===== config.mk =====
export PLATFORM = sky130hd
export DESIGN_NAME = unified_mem_arbiter
export DESIGN_NICKNAME = d
export VERILOG_FILES = /design/src/rtl/unified_mem_arbiter_pkg.sv /design/src/rtl/arb_rr2.sv /design/src/rtl/unified_mem_arbiter.sv
export SDC_FILE = /design/constraint.sdc
export NUM_CORES = 1
export LEC_CHECK = 0
export ABC_AREA = 1
export CELL_PAD_IN_SITES_DETAIL_PLACEMENT = 1
export CELL_PAD_IN_SITES_GLOBAL_PLACEMENT = 1
export CORE_MARGIN = 2
export CORE_UTILIZATION = 23
export CTS_CLUSTER_SIZE = 10
export DETAILED_ROUTE_END_ITERATION = 10
export MAX_ROUTING_LAYER = met4
export PLACE_DENSITY_LB_ADDON = 0.1
export SYNTH_ARGS = -nofsm -noshare
export SYNTH_HDL_FRONTEND = slang
export SYNTH_SLANG_ARGS = --single-unit

===== constraint.sdc =====
create_clock -name clk -period 3.35 [get_ports clk]
set_input_delay 0.8375 -clock clk [delete_from_list [all_inputs] [get_ports clk]]
set_output_delay 0.8375 -clock clk [all_outputs]
set_load 0.05 [all_outputs]

===== src/rtl/unified_mem_arbiter_pkg.sv =====
`default_nettype none
// ============================================================================
//  Module   : mem_arb_pkg
//  Purpose  : Shared types and constants for the unified memory arbiter.
//  Revision : 1.0  initial release
// ============================================================================
package mem_arb_pkg;

  // Arbiter FSM: IDLE can grant, WAIT has one access in flight.
  typedef enum logic {
    IDLE = 1'b0,
    WAIT = 1'b1
  } arb_state_e;

  // Requester identity; the value doubles as the index into req/gnt vectors.
  typedef enum logic {
    PORT_IF = 1'b0,
    PORT_D  = 1'b1
  } port_id_e;

  localparam int BE_W = 4;

endpackage : mem_arb_pkg
`default_nettype wire


===== src/rtl/arb_rr2.sv =====
`default_nettype none
// ============================================================================
//  Module   : arb_rr2
//  Purpose  : Combinational two-way round-robin pick. On a tie the port that
//             was not granted last wins; otherwise the lone requester wins.
//  Revision : 1.0  initial release
// ============================================================================
module arb_rr2
  import mem_arb_pkg::*;
(
  input  logic [1:0] req,
  input  port_id_e   last,
  output logic [1:0] gnt
);

  // One-hot pick; req is already one-hot or zero unless both ports ask.
  always_comb begin
    gnt = req;
    if (req == 2'b11) begin
      gnt = (last == PORT_D) ? 2'b01 : 2'b10;
    end
  end

endmodule : arb_rr2
`default_nettype wire


===== src/rtl/unified_mem_arbiter.sv =====
`default_nettype none
// ============================================================================
//  Module   : unified_mem_arbiter
//  Purpose  : Shares one single-port SRAM between instruction fetch and the
//             load/store unit. Round-robin grant, one access in flight,
//             fixed memory latency, registered per-port response.
//  Revision : 1.0  initial release
// ============================================================================
module unified_mem_arbiter
  import mem_arb_pkg::*;
#(
  parameter int AW      = 32,
  parameter int DW      = 32,
  parameter int MEM_LAT = 1
) (
  input  logic            clk,
  input  logic            rst,
  // fetch port
  input  logic            if_req,
  input  logic [AW-1:0]   if_addr,
  output logic            if_gnt,
  output logic            if_rvalid,
  output logic [DW-1:0]   if_rdata,
  // load/store port
  input  logic            d_req,
  input  logic            d_we,
  input  logic [AW-1:0]   d_addr,
  input  logic [DW-1:0]   d_wdata,
  input  logic [BE_W-1:0] d_be,
  output logic            d_gnt,
  output logic            d_rvalid,
  output logic [DW-1:0]   d_rdata,
  // memory macro
  output logic            mem_req,
  output logic            mem_we,
  output logic [AW-1:0]   mem_addr,
  output logic [DW-1:0]   mem_wdata,
  output logic [BE_W-1:0] mem_be,
  input  logic [DW-1:0]   mem_rdata,
  // status
  output logic            busy
);

  localparam int CNT_W = (MEM_LAT > 1) ? $clog2(MEM_LAT) : 1;

  if (DW != 32) begin : g_dw_check
    $error("unified_mem_arbiter: DW must be 32 to match 4-bit byte enables");
  end
  if (MEM_LAT < 1 || MEM_LAT > 8) begin : g_lat_check
    $error("unified_mem_arbiter: MEM_LAT must be in 1..8");
  end

  arb_state_e       state;
  port_id_e         owner;
  port_id_e         last_gnt;
  logic [CNT_W-1:0] cnt;
  logic             store_q;
  logic [1:0]       arb_req;
  logic [1:0]       gnt;

  // Requests are only offered while idle and out of reset, so every
  // combinational output is quiet during reset and while an access is open.
  assign arb_req = (state == IDLE && !rst) ? {d_req, if_req} : 2'b00;

  arb_rr2 u_arb (
    .req  (arb_req),
    .last (last_gnt),
    .gnt  (gnt)
  );

  assign if_gnt = gnt[PORT_IF];
  assign d_gnt  = gnt[PORT_D];
  assign busy   = (state == WAIT);

  // Payload mux: the granted port drives the memory in the grant cycle.
  always_comb begin
    mem_req   = d_gnt | if_gnt;
    mem_we    = 1'b0;
    mem_addr  = '0;
    mem_wdata = '0;
    mem_be    = '0;
    if (d_gnt) begin
      mem_we    = d_we;
      mem_addr  = d_addr;
      mem_wdata = d_wdata;
      mem_be    = d_be;
    end else if (if_gnt) begin
      mem_addr  = if_addr;
    end
  end

  // FSM, latency counter, ownership and registered response.
  always_ff @(posedge clk or posedge rst) begin
    if (rst) begin
      state     <= IDLE;
      owner     <= PORT_IF;
      last_gnt  <= PORT_D;
      cnt       <= '0;
      store_q   <= 1'b0;
      if_rvalid <= 1'b0;
      d_rvalid  <= 1'b0;
      if_rdata  <= '0;
      d_rdata   <= '0;
    end else begin
      if_rvalid <= 1'b0;
      d_rvalid  <= 1'b0;
      case (state)
        IDLE: begin
          if (d_gnt || if_gnt) begin
            state    <= WAIT;
            cnt      <= CNT_W'(MEM_LAT - 1);
            owner    <= d_gnt ? PORT_D : PORT_IF;
            last_gnt <= d_gnt ? PORT_D : PORT_IF;
            store_q  <= d_gnt & d_we;
          end
        end
        WAIT: begin
          if (cnt == '0) begin
            state <= IDLE;
            if (owner == PORT_D) begin
              d_rvalid <= 1'b1;
              d_rdata  <= store_q ? '0 : mem_rdata;
            end else begin
              if_rvalid <= 1'b1;
              if_rdata  <= mem_rdata;
            end
          end else begin
            cnt <= cnt - 1'b1;
          end
        end
        default: state <= IDLE;
      endcase
    end
  end

endmodule : unified_mem_arbiter
`default_nettype wire

==> Yosys cells after proc, flatten, opt, wreduce, memory -nomap -nowiden <==
Index checks and enable logic that the tools add are counted.
{ "totals": {"register_bits": 71} }
{ "op_classes": {"n_addsub": 1, "n_eq_ne": 2, "muxes": 22, "bitwise_logic": 5, "reduce_logical": 6} }
{ "ops": {"columns": ["cell", "count"], "rows": [
  ["32-bit two-way mux", 4],
  ["1-bit two-way mux", 12],
  ["2-bit two-way mux", 3],
  ["3-bit AND reduction", 2],
  ["4-bit two-way mux", 1],
  ["1-bit case mux with 2 select lines", 2],
  ["1-bit inverter", 3],
  ["2-bit == test (second input constant)", 1],
  ["2-bit by 1-bit != test with 1-bit output (second input constant)", 1],
  ["2-bit AND reduction", 1],
  ["1-bit bitwise AND", 1],
  ["1-bit logical AND", 1],
  ["1-bit logical NOT", 1],
  ["1-bit logical OR", 1],
  ["1-bit bitwise OR", 1],
  ["1-bit subtractor (second input constant)", 1]
]} }

==> Longest topological paths before layout <==
Gate-level depths: netlist of the first run.
{ "depth": {"word_depth": 8, "depth_mapped": 6} }

==> Cells and area by module <==
From an unflattened synthesis of the first run, not the netlist that was laid out.
{ "unflattened": {"cells_unflattened": 491, "hier_area_um2": 3475.8} }
{ "by_module_without_submodules": {"columns": ["module", "instances", "cells_each", "area_per_inst_um2", "seq_area_each_um2"], "rows": [
  ["unified_mem_arbiter", 1, 486, 3454.6, 1752.9],
  ["arb_rr2", 1, 5, 21.3, 0.0]
]} }

==> Worst setup path before layout of the first run <==
No wires, ideal clock.
{ "synth_timing": {"kind": "input port to output port", "startpoint": "input if_req", "endpoint": "output mem_wdata[24]", "arrival_time_ps": 2148, "path_slack_ps": 365, "path_stages": 6, "path_cell_list": "buf_2 -> nand2_2 -> nand3_1 -> buf_4 -> buf_6 -> nor2_1"} }
{ "synth_via": {"elab_chain_cells": 4} }
{ "synth_rtl": {"columns": ["element", "line_no", "text"], "rows": [
  ["start: declaration", "unified_mem_arbiter.sv:19", "input logic if_req,"],
  ["2-bit two-way mux", "unified_mem_arbiter.sv:63", "assign arb_req = (state == IDLE && !rst) ? {d_req, if_req} : 2'b00;"],
  ["2-bit == test", "arb_rr2.sv:19", "if (req == 2'b11) begin"],
  ["2-bit two-way mux", "arb_rr2.sv:19", null],
  ["32-bit two-way mux", "unified_mem_arbiter.sv:82", "if (d_gnt) begin"],
  ["end: declaration", "unified_mem_arbiter.sv:37", "output logic [DW-1:0] mem_wdata,"]
]} }
No other way between the ends.

==> Final worst setup path of the first run <==
{ "layout_timing": {"startpoint": "input if_req", "endpoint": "output mem_addr[29]"} }
{ "layout_via": {"elab_chain_cells": 5} }
{ "layout_rtl": {"columns": ["element", "line_no", "text"], "rows": [
  ["2-bit two-way mux (*)", "unified_mem_arbiter.sv:63", null],
  ["2-bit == test", "arb_rr2.sv:19", null],
  ["2-bit two-way mux (*)", "arb_rr2.sv:19", null],
  ["32-bit two-way mux", "unified_mem_arbiter.sv:87", "end else if (if_gnt) begin"],
  ["32-bit two-way mux (*)", "unified_mem_arbiter.sv:82", null],
  ["end: declaration", "unified_mem_arbiter.sv:36", "output logic [AW-1:0] mem_addr,"]
]} }
Mark *: on every way between the ends. The rest lies on a longest branch, timed or not.

==> results.cfg, run 1 <==
[sta]
setup_tns_ns = 0
finalMaxSlewViolations = 0
setup_viol = 0
hold_ws_ns = 0.474
period_share_pct = 93.8
fmax_ghz = 0.318
fin_skew_ns = 0.00857
fin_crit_ns = 3.14
max_slew_margin_pct = 41.0
worst_slew_pin_slew_ns = 0.881
rsz0062_at_grt = false
hold_violations = 0

[synthesis]
synth_area_per_cell_um2 = 7.56
synth-simple-area-share_pct = 28.7
synthCells = 498
netlist_area_mm2 = 0.00376
synth_top_family_by_area = simple AND/OR/NAND/NOR gates
syn-num-nets = 635
synthXorXnorAreaFrac_pct = 0
synthAdderAreaFrac_pct = 0
ys_ff_latch = 70
seq_area_frac_synth_pct = 46.6
synth_compound_area_share_pct = 10.6
yosysWarnings = 0
synth_cell_type_count = 18
synth_mux_area_share_pct = 0

[global_route]
grt_pass1_wl_um = 25900
antenna_found_initial = 1
grt_overflow = 0
grt_pass1_vias = 4705
track_usage_pct = 19.6
grt_max_degree = 47

[power_and_ir_drop]
power.density_mw_per_mm2 = 636
fin_total_pwr_uw = 4640
p_leak_uw = 0.00357
peakVddDrop_mv = 0.249

[detailed_routing]
vias = 4307
vias_per_cell = 4.39
dr.pass1.iters = 4
detail-route-antenna-nets = 0
drc = 0
drt_iter0_markers = 178
wl_per_cell_um = 17.0
routed_wl_um = 16600

[clock_network]
cts_root_buf = clkbuf_16
cts_setup_buffers = 0
cts_max_level = 3
cts.sinks = 70
cts_hold_buf = 0
cts-resized-gates = 0
clockBufferDepth = 2
clk_pin_slew_ns = 0.05
clkLatencyLatePin_ns = 0.33
cts_buffers = 9
cts_tree = done

[critical_path]
startpoint_type = input pin
cp_max_fo = 23
critPathLaunch = if_req
worstSetupPathType = in2out
critPathArrivalTime_ns = 2.31
required_ns = 2.51
cp-end-kind = output pin
r2r_start = busy

[worst_hold_path]
hold_start = store_q
min_path_type = reg2reg

[cells_and_area]
area_delta_synth_final_pct = 93.8
fin_nets = 895
layout_commonest_cell = clkdlybuf4s50_1
stdcell_count = 980
drive_gt1_share_pct = 17.0
most-common-layout-cells = clkdlybuf4s50_1 (203), nand2_1 (135), inv_1 (77), dfrtp_1 (69), nand4_1 (65)
fill_cells = 1857

[run_status]
outcome = finished, final reports clean

[placed_design]
gp_congestion = 0.808
port_buffers = 275
dp_cells = 963
place_hpwl_um = 13100

[floorplanning]
fp-row-count = 46
die-height_um = 132
die_x_um = 132
start_util_pct = 23.6
die_area_mm2 = 0.0174
core-area_mm2 = 0.0159
io_pins = 276

[job]
max_cap_violations = 0
layer usage:
metal	GRT usage [%]	routed length, um
met1	20.2	6300
met2	34.8	8620
met3	7.07	1350
met4	5.92	363
met5	-	0
registers in the layout, indices dropped and copies added, names as in the netlist:
name	cells
store_q	1
if_rvalid	1
last_gnt	1
busy	1
if_rdata	32
d_rvalid	1
owner	1
d_rdata	32
cell usage after synthesis:
library cell  count  share of area [%]
nand2_1         136                 14
inv_1            78                7.8
dfrtp_1          69                 46
nand4_1          65                 11
o21ai_1          45                6.0
nor2_1           36                3.6
o21ai_2          20                4.7
buf_2            15                2.0
clkbuf_1         12                1.2
buf_1             6               0.60
buf_6             6                1.8
buf_4             3               0.60
nand3_1           2               0.27
dfstp_2           1               0.70
inv_2             1               0.10
nand2_2           1               0.17
nor2_2            1               0.17
or2_1             1               0.17
cells by family after synthesis:
group	after synthesis
AOI/OAI and AO/OA	65
DFF	70
and+or+nand+nor	242
buffers and inverters	121
critical path, cell delays in order:
cell	delay [ns]
clkdlybuf4s50_1	0.43
nand2_2	0.21
buf_4	0.33
nand4_1	0.13
nand2_1	0.13
buf_4	0.22
where the power goes:
| group | total, uW | switching, uW | leakage (uW) | internal (uW) |
|---|---|---|---|---|
| clock network | 876 | 355 | 0.000135 | 521 |
| logic | 2510 | 1640 | 0.00256 | 861 |
| registers | 1260 | 145 | 0.000868 | 1110 |
path summary, 6_finish.rpt:
path / to / slack (ns) / cells past startpoint
worst max-delay path: mem_addr[29] / 0.21 / 6
worst min-delay path: store_q / 0.47 / 2
worst max register to register: if_rdata[9] / 1.57 / 5
worst min register to register: store_q / 0.47 / 2
max in group asynchronous: last_gnt / 1.68 / 3
min in group asynchronous: store_q / 0.98 / 2
area by class of cell:
type / instances / area, um^2 / area share (%)
timing repair buffer: 291 / 3210 / 43.9
sequential: 70 / 1750 / 24.0
multi-input combinational: 307 / 1490 / 20.4
inverter: 79 / 298 / 4.08
tap: 216 / 270 / 3.70
clock buffer: 11 / 243 / 3.33
clock inverter: 5 / 35.0 / 0.480
antenna: 1 / 2.50 / 0.0343
per-stage QoR:
step                      cell area, um^2  utilization, %  setup WS, ns
after detailed placement             7020            44.0         0.222
after CTS                            7290            45.7         0.217
after global placement               7020            44.0         0.213
after global routing                 7300            45.8        0.0981
after floorplan                      3760               -         0.365
final                                7300            45.8         0.207
Note: power is estimated with default switching activity, not from simulation.
==> run 2: changes to the inputs <==
- clock period: 3.35 -> 3.1 ns (I/O delays scaled with it)
==> run 2 against run 1 <==
First-iteration DRC count fell by 14%. Highest routed layer unchanged. Non-clock buffer count rose by 4. Critical path type unchanged. Routed wire length rose by 2.6%. Die area did not move. Critical path depth did not move. Register-to-register slack got worse by 0.21 ns. Power rose by 9.7%.
==> results.cfg, run 2 (synthesis results as in run 1) <==
[cells_and_area]
drive_gt1_share_pct = 17.6
fill_cells = 1891
most-common-layout-cells = clkdlybuf4s50_1 (203), nand2_1 (135), inv_1 (77), dfrtp_1 (69), nand4_1 (65)
fin_nets = 899
reg.largest.list = d_rdata (32), if_rdata (32)
area_delta_synth_final_pct = 95.4
layout_commonest_cell = clkdlybuf4s50_1
fin_area_mm2 = 0.00736

[global_route]
grt_pass1_vias = 4834
track_usage_pct = 20.2
grt_pass1_wl_um = 26800
grt_overflow = 0
antenna_found_initial = 1
grt_max_degree = 46

[detailed_routing]
drt_iter0_markers = 153
wl_per_cell_um = 17.3
dr.pass1.iters = 4
vias_per_cell = 4.42
drc = 0
routed_wl_um = 17100
vias = 4354
detail-route-antenna-nets = 0

[worst_hold_path]
min_path_type = reg2reg
hold_start = store_q
min_to = store_q
min_path_cells = 2

[clock_network]
cts_max_level = 3
clockBufferDepth = 2
cts_setup_buffers = 0
clk_pin_slew_ns = 0.05
cts.sinks = 70
cts_hold_buf = 0
cts_tree = done
cts-resized-gates = 0
cts_buffers = 9
clkLatencyLatePin_ns = 0.33
cts_root_buf = clkbuf_16

[sta]
finalMaxSlewViolations = 0
fin_skew_ns = 0.00988
hold_ws_ns = 0.472
setup_viol = 0
period_share_pct = 95.8
rsz0062_at_grt = false
setup_tns_ns = 0
worst_slew_pin_slew_ns = 0.834
max_slew_margin_pct = 44.2
fin_crit_ns = 2.97
hold_violations = 0
fmax_ghz = 0.337
setup_slack_ns = 0.130

[critical_path]
r2r_cells = 4
cp_max_fo = 39
worstSetupPathType = in2out
startpoint_type = input pin
cp-end-kind = output pin
r2r_slack_ns = 1.36
timing.rr.end = d_rdata[5]
critPathArrivalTime_ns = 2.19
r2r_start = busy
required_ns = 2.32

[power_and_ir_drop]
clock_power_share_pct = 19.8
p_leak_uw = 0.00360
internal_power_uw = 2750
power_frac_seq_pct = 26.9
peakVddDrop_mv = 0.341
fin_total_pwr_uw = 5090
switching_share_pct = 46.0
combPwrFrac_pct = 53.3
power.density_mw_per_mm2 = 692
p_switching_uw = 2340

[floorplanning]
start_util_pct = 23.6
core-area_mm2 = 0.0159
die_area_mm2 = 0.0174
die-height_um = 132
io_pins = 276
die_x_um = 132
fp-row-count = 46

[placed_design]
gp_congestion = 0.783
port_buffers = 275
place_hpwl_um = 13500
post-place-ws_ns = 0.140
place_area_mm2 = 0.00706

[run_status]
outcome = finished, final reports clean

[job]
max_cap_violations = 0
-- run 2: changes by cell type in the layout (fill, tap and decap cells not counted) --
cell / delta
buf_4: +3
clkbuf_1: -1
inv_6: +1
buf_12: +1
clkinv_2: -1
clkinv_4: -2
clkbuf_8: +2
clkinvlp_4: +1
-- run 2: power by group through the flow --
stage	clock [uW]	combinational, uW	sequential, uW
after global placement	0	2700	1370
after global routing	1070	2850	1410
final	1010	2710	1370
after CTS	1040	2740	1370
after detailed placement	0	2740	1390
after floorplan	0	660	2350
-- run 2: worst max-delay path: stages --
cell and delay [ns]:
clkdlybuf4s50_1 0.48, nor2_4 0.16, nand3_1 0.14, buf_12 0.20
nor2_1 0.24, buf_12 0.18
-- run 2: cell type report --
| class | instances | area, um^2 | share of cell area, % |
|---|---|---|---|
| Tap cell | 216 | 270 | 3.67 |
| Multi-Input combinational cell | 307 | 1490 | 20.2 |
| Timing Repair Buffer | 295 | 3250 | 44.2 |
| Antenna cell | 1 | 2.50 | 0.0340 |
| Clock buffer | 12 | 267 | 3.62 |
| Sequential cell | 70 | 1750 | 23.8 |
| Inverter | 79 | 298 | 4.05 |
| Clock inverter | 4 | 28.8 | 0.391 |
-- run 2: worst max-delay path by stage --
| stage | from | endpoint | slack [ns] | cells after the start |
|---|---|---|---|---|
| after global routing | rst | mem_addr[24] | 0.08 | 6 |
| after global placement | if_req | mem_addr[29] | 0.16 | 6 |
| after floorplan | if_req | mem_wdata[24] | 0.24 | 6 |
| final | rst | mem_be[2] | 0.13 | 6 |
| after detailed placement | rst | mem_be[2] | 0.14 | 6 |
| after CTS | rst | mem_be[2] | 0.12 | 6 |
-- run 2: through the flow --
| stage | std cells | util, % |
|---|---|---|
| after floorplan | 498 | - |
| after global placement | 967 | 44.3 |
| after detailed placement | 967 | 44.3 |
| after CTS | 983 | 46.1 |
| after global routing | 984 | 46.1 |
| final | 984 | 46.1 |
-- run 2: per-layer routing --
metal	global-route usage [%]	part of all wire (%)	vias to the layer above
met5	-	0	-
met4	5.92	1.8	0
met3	7.57	8.7	17
met2	36.1	52	172
met1	20.6	38	2051
li1	-	-	2114
==> run 3: changes to the inputs <==
- ABC_CLOCK_PERIOD_IN_PS: default -> 3100
- SLEW_MARGIN: default -> 20
- TNS_END_PERCENT: default -> 100
==> results of run 3 <==
Final layout, timing and power as in run 2 (identical DEF).
